[config.mk]
export PLATFORM = sky130hd
export DESIGN_NAME = serial_frame_rx
export DESIGN_NICKNAME = d
export VERILOG_FILES = /design/src/rtl/serial_frame_rx_pkg.sv /design/src/rtl/serial_frame_rx_sync_matcher.sv /design/src/rtl/serial_frame_rx.sv
export SDC_FILE = /design/constraint.sdc
export NUM_CORES = 1
export LEC_CHECK = 0
export BUFFER_PORTS_ARGS = -buffer_cell sky130_fd_sc_hd__buf_4
export CORE_ASPECT_RATIO = 1.75
export CORE_MARGIN = 5
export CORE_UTILIZATION = 34
export DETAILED_ROUTE_END_ITERATION = 10
export SLEW_MARGIN = 20
export SYNTH_ARGS = -nofsm -noshare
export SYNTH_HDL_FRONTEND = slang
export SYNTH_SLANG_ARGS = --single-unit
[constraint.sdc]
create_clock -name CLK -period 1.6 [get_ports CLK]
set_input_delay 0.16 -clock CLK [delete_from_list [all_inputs] [get_ports CLK]]
set_output_delay 0.16 -clock CLK [all_outputs]
set_load 0.03 [all_outputs]
[src/rtl/serial_frame_rx_pkg.sv]
// serial_frame_rx_pkg: frame format constants and receiver state encoding shared with the matching transmitter
package serial_frame_rx_pkg;
  localparam int DEF_DATA_W = 8;
  localparam int DEF_SYNC_LEN = 4;
  localparam logic [DEF_SYNC_LEN-1:0] DEF_SYNC = 4'b1011;
  typedef enum logic [1:0] {HUNT = 2'd0, DATA = 2'd1, PARITY = 2'd2} rx_state_t;
endpackage

[src/rtl/serial_frame_rx_sync_matcher.sv]
// sync_matcher: sync-pattern shift register whose match includes the bit arriving on this edge
module sync_matcher #(
  parameter int SYNC_LEN = 4,
  parameter logic [SYNC_LEN-1:0] SYNC = 4'b1011
) (
  input  logic CLK,
  input  logic RESET,
  input  logic din,
  input  logic shift,
  input  logic clear,
  output logic match
);
  logic [SYNC_LEN-1:0] shreg;
  assign match = {shreg[SYNC_LEN-2:0], din} == SYNC;
  // clear wins over shift so a finished frame never seeds the next sync
  always_ff @(posedge CLK or negedge RESET)
    if (!RESET) shreg <= '0;
    else if (clear) shreg <= '0;
    else if (shift) shreg <= {shreg[SYNC_LEN-2:0], din};
endmodule

[src/rtl/serial_frame_rx.sv]
// serial_frame_rx: sync hunt, MSB-first deserialiser and even-parity check with one-cycle VALID
module serial_frame_rx
  import serial_frame_rx_pkg::*;
#(
  parameter int DATA_W = DEF_DATA_W,
  parameter int SYNC_LEN = DEF_SYNC_LEN,
  parameter logic [SYNC_LEN-1:0] SYNC = SYNC_LEN'(DEF_SYNC)
) (
  input  logic              CLK,
  input  logic              RESET,
  input  logic              DIN,
  input  logic              DIN_EN,
  output logic [DATA_W-1:0] DATA_OUT,
  output logic              VALID,
  output logic              PARITY_ERR,
  output logic              BUSY
);
  localparam int CW = $clog2(DATA_W + 1);
  rx_state_t state;
  logic [CW-1:0] cnt;
  logic [DATA_W-1:0] data_sr;
  logic par;
  logic match;
  sync_matcher #(.SYNC_LEN(SYNC_LEN), .SYNC(SYNC)) u_sync (
    .CLK(CLK),
    .RESET(RESET),
    .din(DIN),
    .shift(DIN_EN && state == HUNT),
    .clear(DIN_EN && state == PARITY),
    .match(match)
  );
  // frame FSM: every transition is strobe-qualified, VALID alone drops without one
  always_ff @(posedge CLK or negedge RESET)
    if (!RESET) begin
      state <= HUNT;
      cnt <= '0;
      data_sr <= '0;
      par <= 1'b0;
      DATA_OUT <= '0;
      VALID <= 1'b0;
      PARITY_ERR <= 1'b0;
      BUSY <= 1'b0;
    end else begin
      VALID <= 1'b0;
      if (DIN_EN)
        case (state)
          HUNT:
            if (match) begin
              state <= DATA;
              cnt <= '0;
              par <= 1'b0;
              BUSY <= 1'b1;
            end
          DATA: begin
            data_sr <= {data_sr[DATA_W-2:0], DIN};
            par <= par ^ DIN;
            cnt <= cnt + 1'b1;
            if (cnt == CW'(DATA_W - 1)) state <= PARITY;
          end
          PARITY: begin
            PARITY_ERR <= par ^ DIN;
            DATA_OUT <= data_sr;
            VALID <= 1'b1;
            BUSY <= 1'b0;
            state <= HUNT;
          end
          default: state <= HUNT;
        endcase
    end
endmodule

Word-level counts from Yosys, hierarchy flattened

Index checks and enable logic that the tools add are counted.

Logic and storage cells: 41
Output and inout bits: 11
Bits of input ports: 4
Bits in registers: 29

Bitwise gates (word level): 1
Reductions and logical operators: 11
Muxes and demuxes: 13
Equality and inequality tests: 6
Add/subtract/negate cells: 1

Operator list:

| cell                  | number |
|---|---|
| $reduce_and A3 Y1     | 3 |
| $pmux W4 S2           | 1 |
| $mux W3               | 2 |
| $reduce_bool A2 Y1    | 3 |
| $add A4 B1 Y4 const B | 1 |
| $eq A4 B3 Y1 const B  | 1 |
| $eq A4 B4 Y1 const B  | 1 |
| $mux W1               | 4 |
| $mux W2               | 2 |
| $mux W4               | 1 |
| $ne A2 B2 Y1 const B  | 2 |
| $pmux W1 S2           | 2 |
| $pmux W2 S2           | 1 |
| $reduce_and A2 Y1     | 2 |
| $eq A2 B1 Y1 const B  | 1 |
| $eq A2 B2 Y1 const B  | 1 |
| $logic_and A1 B1 Y1   | 2 |
| $logic_not A2 Y1      | 1 |
| $xor A1 B1 Y1         | 1 |

Depth between registers and ports, before layout

Gate-level depths: netlist (run 1).

Depth in word-level cells: 4
Mapped depth: 5

Modules after synthesis

Synthesis (run 1) repeated with hierarchy kept, for this count alone.

Cells, all modules: 87
Area, all modules: 1257.5 µm²

Modules (own cells, without submodules):

| module          | sequential area each (µm²) | cells each | area an instance (µm²) | instances |
|---|---|---|---|---|
| serial_frame_rx | 650.6                      | 77         | 1131.1                 | 1 |
| sync_matcher    | 75.1                       | 10         | 126.4                  | 1 |

Worst setup path before layout (run 1)

No wires, ideal clock.

Kind: register -> register
Start: register state[1]
End: register DATA_OUT[0]
Data arrival time: 1112 ps
Cell stages (with the launch flop): 5
Data required time: 1475 ps
Period minus slack after synthesis: 1236 ps
Setup slack: 364 ps
Path buffers: 2
Cell sequence: dfrtp_1 > buf_4 > nand3b_1 > buf_4 > mux2_2

Cells in the longest elaborated chain, start to end: 2

RTL lines:

| what                        | line                  | source |
|---|---|---|
| start: declaration          | serial_frame_rx.sv:19 | `rx_state_t state;` |
| start signal: assignment    | serial_frame_rx.sv:35 | `state <= HUNT;` |
| start signal: assignment    | serial_frame_rx.sv:49 | `state <= DATA;` |
| start signal: assignment    | serial_frame_rx.sv:58 | `if (cnt == CW'(DATA_W - 1)) state <= PARITY;` |
| $eq A2 B2 Y1                | serial_frame_rx.sv:46 | `case (state)` |
| $reduce_and A2 Y1 (no line) | n/a                   |  |
| end signal: assignment      | serial_frame_rx.sv:62 | `DATA_OUT <= data_sr;` |
| end: declaration            | serial_frame_rx.sv:13 | `output logic [DATA_W-1:0] DATA_OUT,` |

No other way between the ends.
A chain may end at the register's enable or synchronous reset.

Worst setup path after layout (run 1)

Ends and elaborated chain as after synthesis.

==> results of run 1 <==
cell usage after synthesis:
| cell | number |
|---|---|
| sky130_fd_sc_hd__mux2_2 | 16 |
| sky130_fd_sc_hd__nand2b_1 | 4 |
| sky130_fd_sc_hd__nor2_1 | 2 |
| sky130_fd_sc_hd__ha_1 | 1 |
| sky130_fd_sc_hd__a32o_1 | 1 |
| sky130_fd_sc_hd__a21bo_2 | 1 |
| sky130_fd_sc_hd__nand4b_1 | 1 |
| sky130_fd_sc_hd__xnor2_1 | 1 |
| sky130_fd_sc_hd__o211ai_1 | 1 |
| sky130_fd_sc_hd__o21ai_0 | 5 |
| sky130_fd_sc_hd__nand3_1 | 1 |
| sky130_fd_sc_hd__mux2i_1 | 1 |
| sky130_fd_sc_hd__a31o_2 | 1 |
| sky130_fd_sc_hd__o2bb2ai_1 | 2 |
| sky130_fd_sc_hd__a21oi_1 | 1 |
| sky130_fd_sc_hd__nor2b_1 | 3 |
| sky130_fd_sc_hd__a21o_1 | 3 |
| sky130_fd_sc_hd__nor3_1 | 1 |
| sky130_fd_sc_hd__and3b_1 | 2 |
| sky130_fd_sc_hd__dfrtp_1 | 29 |
| sky130_fd_sc_hd__buf_2 | 1 |
| sky130_fd_sc_hd__o21a_1 | 1 |
| sky130_fd_sc_hd__nand3b_1 | 2 |
| sky130_fd_sc_hd__inv_1 | 2 |
| sky130_fd_sc_hd__nor3b_1 | 2 |
| sky130_fd_sc_hd__nand2_1 | 4 |
| sky130_fd_sc_hd__buf_4 | 3 |
| sky130_fd_sc_hd__nor2b_4 | 1 |
metrics by stage:
step                      area (sq um)  worst slack [ps]
after floorplan                   1230               364
after global placement            1390               307
after detailed placement          1390               255
after CTS                         1520               258
after global routing              1520               191
final                             1520               249
critical path: stages (launching register included):
cell	delay [ps]
sky130_fd_sc_hd__dfrtp_1	490
sky130_fd_sc_hd__nand3b_1	200
sky130_fd_sc_hd__buf_4	200
sky130_fd_sc_hd__mux2_2	350
cells by family after synthesis:
logic type	count (synthesis)	share of synthesized area, %
DFF	29	58.9
xor gates and xnor gates	1	0.711
and+or+nand+nor	23	11.9
muxes	17	15.4
AOI/OAI and AO/OA	16	9.24
buffers and inverters	6	2.84
adders and majority gates	1	1.02
sequential cells by signal, indices dropped and copies added (netlist names):
register      cells
state             2
data_sr           8
BUSY              1
VALID             1
cnt               4
par               1
u_sync.shreg      3
PARITY_ERR        1
DATA_OUT          8
placed cells by master (no fill, tap or decap), types with 3 or more instances in the layout:
cell type and count:
sky130_fd_sc_hd__a21o_1 3, sky130_fd_sc_hd__dfrtp_1 29, sky130_fd_sc_hd__nor2b_1 3, sky130_fd_sc_hd__buf_4 17, sky130_fd_sc_hd__mux2_2 16, sky130_fd_sc_hd__o21ai_0 5, sky130_fd_sc_hd__nand2_1 4, sky130_fd_sc_hd__clkbuf_8 6
sky130_fd_sc_hd__nand2b_1 4
power by group through the flow:
stage / combinational (mW) / sequential (mW) / clock [mW]
finish: 0.719 / 1.19 / 0.786
global route: 0.800 / 1.23 / 0.846
CTS: 0.734 / 1.20 / 0.814
detailed placement: 0.731 / 1.21 / 0
global placement: 0.704 / 1.20 / 0
floorplan: 0.439 / 1.24 / 0
metal layers:
| metal | vias up | track usage (%) |
|---|---|---|
| met5 | - | 0 |
| met4 | 0 | 7.30 |
| met3 | 7 | 4.15 |
| met2 | 14 | 19.5 |
| met1 | 370 | 9.82 |
| li1 | 366 | - |
worst max path at each step:
stage          cells after the start  slack (ps)           to
3_3_place_gp                       3         310  DATA_OUT[5]
6_report                           3         250  DATA_OUT[0]
3_5_place_dp                       3         250  DATA_OUT[0]
2_1_floorplan                      4         360  DATA_OUT[0]
5_1_grt                            3         190  DATA_OUT[1]
4_1_cts                            3         260  DATA_OUT[0]
area by class of cell:
cell class	instances	area share, %
clock buffer	6	5.43
tap	46	3.79
timing repair buffer	18	9.05
inverter	2	0.494
clock inverter	2	2.47
sequential	29	47.7
multi-input combinational	58	31.0
==> reports/qor.csv, run 1 <==
stage,metric,value,unit
timing,Hold WS,169,ps
floorplan,DIE AREA,4980,sq um
setup_path,kind of start point of the critical path,flip-flop,
power,net switching power of the design,819,uW
power,total internal power,1.88,mW
finish,ANT cells,0,
route,antenna-violating nets left,0,
finish,combined area of the multi-input logic cells,472,sq um
synth,synthesized area per cell,13.3,sq um
synth,register bit total from synthesis,29,
min_path,worst min-delay path category,in -> reg,
route,mean routed wirelength per cell,14.1,microns
finish,Finished Core Util,42.8,%
setup_path,startpoint of the most critical register-to-register path,state[1],
setup_path,type of destination of the critical path,flip-flop,
route,routed length on met1,842,microns
placed_design,HPWL after DPL,1680,microns
route,uppermost routed layer,met4,
min_path,launch point of the worst hold path,DIN,
route,first drt pass iteration count,4,
global_route,wire length of the first global-routing pass,3950,microns
clocking,root buf cell,sky130_fd_sc_hd__clkbuf_8,
floorplan,floorplan die width,55.5,microns
min_path,destination of the worst hold path,data_sr[0],
setup_path,CP arrival,1520,ps
min_path,hold path depth,2,
clocking,clock buffers created by TritonCTS,5,
placed_design,routability congestion estimate from global placement,0.680,
finish,flip-flop and latch area,726,sq um
clocking,clock tree buffer depth,2,
run_status,outcome,"finished, final reports clean",
power,highest ir drop seen on vdd,0.000620,V
setup_path,Critical Path Start,state[1],
timing,Slew Limit Fails,0,
synth,cell area after synthesis,1230,sq um
finish,number of cells in the finished layout apart from fillers,161,
timing,maximum frequency from static timing analysis,740,MHz
setup_path,endpoint of the lowest-slack register-to-register path,DATA_OUT[0],
finish,Layout Area Growth over Synthesis,23.4,%
timing,Period minus WS final,1350,ps
clocking,clock network latency to the later pin of the worst-skew pair,280,ps
setup_path,classification of the worst setup path,reg -> reg,
power,combinational group share of total power,26.7,%
power,switching portion of total power,30.4,%
power,overall power consumption,2.70,mW
floorplan,die extent in y,89.6,microns
timing,period utilization,84.4,%
route,total routed wirelength,2270,microns
placed_design,placed instance count,152,
synth,fraction of synthesized cell area taken by the top area cell type,58.9,%
clocking,"Gates resized, CTS repair",0,
setup_path,worst setup slack for register-to-register paths,250,ps
clocking,Clock Sink Count,29,
placed_design,count of buffers inserted at the top-level ports,14,
clocking,Hold Buf Count CTS,1,
timing,unrepaired setup endpoints after global routing,no,
finish,filler cell count,359,
floorplan,Initial Util,34.7,%
clocking,post-CTS setup repair buffer count,0,
synth,instance count of the mapped netlist,93,
finish,fraction of layout cells with a size suffix above 1,38.3,%
clocking,H-tree levels,2,
synth,nets in the synthesized netlist,98,
floorplan,area of the core,3560,sq um
synth,Yosys Warn Count,0,
route,total via count in the routed design,757,
route,remaining routing DRC violations,0,
clocking,CTS tree,built,
setup_path,WP data required,1770,ps
timing,final total negative setup slack,0,ps
route,total length of routed met2 wires,1240,microns
synth,post-synth top area cell,sky130_fd_sc_hd__dfrtp_1,
route,initial DRC count,21,
global_route,maximum number of pins on one net before global-route repair,30,
clocking,clock transition time at the flip-flop clock pins of the worst setup and hold paths,60,ps
synth,count of different cell masters after synthesis,28,
timing,final-report setup violation count,0,
synth,sequential area share after synthesis,58.9,%
power,portion of total power attributed to sequential cells,44.2,%
global_route,initial antenna violation count,0,
timing,relative slew slack,75.7,%
power,clock network fraction of total power,29.1,%
power,power density normalized to cell area,1770,nW/um^2
setup_path,r2r worst-path depth,3,
setup_path,maximum net fanout on the critical path,10,
timing,actual slew at the worst max-slew pin,364,ps
floorplan,io pins,15,
synth,Synth area leaders,"sky130_fd_sc_hd__dfrtp_1 59%, sky130_fd_sc_hd__mux2_2 15%, sky130_fd_sc_hd__nand2b_1 2.0%",
global_route,total routing usage reported by global routing,10.7,%
route,average vias per placed instance,4.70,
finish,Total Nets Final,119,
floorplan,total number of placement rows,29,
timing,final-report hold violation count,0,
route,routed length on met3,116,microns
timing,Final Skew,5.18,ps
global_route,vias in the first global route,836,
run,max_cap viols,0,
global_route,total congestion overflow after global routing,0,
power,Leakage,0.753,nW
Power figures use the tool's default switching activity.
==> inputs of run 2 (changes only) <==
==> constraint.sdc (replaced) <==
create_clock -name CLK -period 1.3 [get_ports CLK]
set_input_delay 0.13 -clock CLK [delete_from_list [all_inputs] [get_ports CLK]]
set_output_delay 0.13 -clock CLK [all_outputs]
set_load 0.03 [all_outputs]
==> run 2 against run 1 <==
  * Combinational power up 23%
  * Design area down 0.41%
  * Critical path depth stayed put
  * Critical path type unchanged
  * Setup slack got worse by 170 ps
  * Flip-flop and latch count did not move
  * Clock-buffer cell count grew 1
  * Die area stayed put
  * Register-to-register slack lost 170 ps
==> reports/qor.csv, run 2 (synthesis results as in run 1) <==
stage,metric,value,unit
placed_design,HPWL after DPL,1700,microns
route,total routed wirelength,2330,microns
placed_design,count of buffers inserted at the top-level ports,14,
run_status,outcome,"finished, final reports clean",
global_route,wire length of the first global-routing pass,4060,microns
placed_design,Post-Place Setup Slack,34.5,ps
clocking,Clock Sink Count,29,
power,Leakage,0.754,nW
placed_design,placed instance count,155,
setup_path,maximum cell stage delay along the critical path,410,ps
timing,maximum frequency from static timing analysis,817,MHz
setup_path,Worst Path Buf+Inv,0,
setup_path,classification of the worst setup path,reg -> reg,
finish,most frequent standard cell in the layout excluding fill and tap cells,sky130_fd_sc_hd__dfrtp_1,
setup_path,maximum net fanout on the critical path,4,
setup_path,type of destination of the critical path,flip-flop,
route,mean routed wirelength per cell,14.3,microns
global_route,vias in the first global route,868,
finish,largest registers in the final layout,"DATA_OUT (8), data_sr (8), cnt (4)",
finish,"commonest cells after routing, fill and taps aside","28 x sky130_fd_sc_hd__dfrtp_1, 19 x sky130_fd_sc_hd__buf_4, 16 x sky130_fd_sc_hd__mux2_2",
global_route,maximum number of pins on one net before global-route repair,30,
timing,least setup slack across all paths after layout,76.4,ps
timing,period utilization,94.1,%
clocking,clock buffers created by TritonCTS,5,
floorplan,area of the core,3560,sq um
floorplan,io pins,15,
finish,fraction of layout cells with a size suffix above 1,39.3,%
placed_design,routability congestion estimate from global placement,0.786,
setup_path,critical path cell sequence,nand4b_1 > a21bo_2 > a32o_1,
global_route,initial antenna violation count,0,
setup_path,CP arrival,1390,ps
clocking,clock transition time at the flip-flop clock pins of the worst setup and hold paths,60,ps
timing,final-report setup violation count,0,
global_route,total routing usage reported by global routing,10.9,%
floorplan,total number of placement rows,29,
timing,relative slew slack,75.4,%
timing,Slew Limit Fails,0,
clocking,post-CTS setup repair buffer count,0,
power,power density normalized to cell area,2040,nW/um^2
finish,Total Nets Final,122,
clocking,root buf cell,sky130_fd_sc_hd__clkbuf_8,
finish,filler cell count,371,
setup_path,Critical Path Slowest Stage Cell,sky130_fd_sc_hd__dfrtp_1,
timing,final-report hold violation count,0,
timing,unrepaired setup endpoints after global routing,no,
run,max_cap viols,0,
setup_path,WP data required,1460,ps
floorplan,Initial Util,34.7,%
setup_path,crit-path leading delay family,compound AO/OA/AOI/OAI gates,
timing,Period minus WS final,1220,ps
finish,final standard cell area without fillers,1510,sq um
timing,Hold WS,145,ps
route,initial DRC count,16,
route,average vias per placed instance,4.84,
finish,Layout Area Growth over Synthesis,22.8,%
timing,final total negative setup slack,0,ps
route,total via count in the routed design,789,
floorplan,die extent in y,89.6,microns
timing,Final Skew,5.87,ps
clocking,clock network latency to the later pin of the worst-skew pair,270,ps
clocking,H-tree levels,2,
route,antenna-violating nets left,0,
power,highest ir drop seen on vdd,0.000648,V
clocking,CTS tree,built,
finish,number of cells in the finished layout apart from fillers,163,
setup_path,kind of start point of the critical path,flip-flop,
placed_design,placed standard-cell area,1410,sq um
min_path,worst min-delay path category,in -> reg,
finish,ANT cells,0,
global_route,total congestion overflow after global routing,0,
timing,actual slew at the worst max-slew pin,370,ps
floorplan,DIE AREA,4980,sq um
clocking,clock tree buffer depth,2,
route,first drt pass iteration count,4,
route,remaining routing DRC violations,0,
floorplan,floorplan die width,55.5,microns
run 2: worst paths after layout:
path	slack (ps)	start	depth (start not counted)	to
setup / recovery	80	u_sync.shreg[1]	3	cnt[1]
hold reg to reg	490	PARITY_ERR	2	PARITY_ERR
min in group asynchronous	330	RESET	2	data_sr[7]
setup reg to reg	80	u_sync.shreg[1]	3	cnt[1]
hold / removal	140	DIN	2	data_sr[0]
max in group asynchronous	680	RESET	2	state[1]
run 2: what timing repair did:
action	in CTS	in global routing
resized for setup	0	2
endpoints found under the hold margin	29	0
hold buffers	1	0
setup endpoints to repair	0	15
run 2: cell type report:
cell class	count	area [sq um]	area share, %
Timing Repair Buffer	21	164	10.8
Inverter	2	7.51	0.496
Sequential cell	29	727	48.0
Multi-Input combinational cell	58	472	31.2
Tap cell	46	57.6	3.80
Clock buffer	7	86.3	5.70
run 2: per-layer routing:
metal  vias up  track usage (%)  share of wire [%]
li1        371                -                  -
met1       404             9.28                 38
met2        10             21.1                 57
met3         4             3.72                2.6
met4         0             7.30                2.9
met5         -                0                  0
run 2: metrics by stage:
stage / util (%) / power (mW)
floorplan: - / 2.07
global placement: 39.7 / 2.34
detailed placement: 39.7 / 2.39
CTS: 42.4 / 3.14
global route: 42.6 / 3.30
finish: 42.6 / 3.09
run 2: where the power goes:
part	internal (mW)	total [mW]	switching [mW]
clock network	0.419	0.734	0.316
registers	1.22	1.47	0.252
logic	0.477	0.885	0.407
total	2.12	3.09	0.975
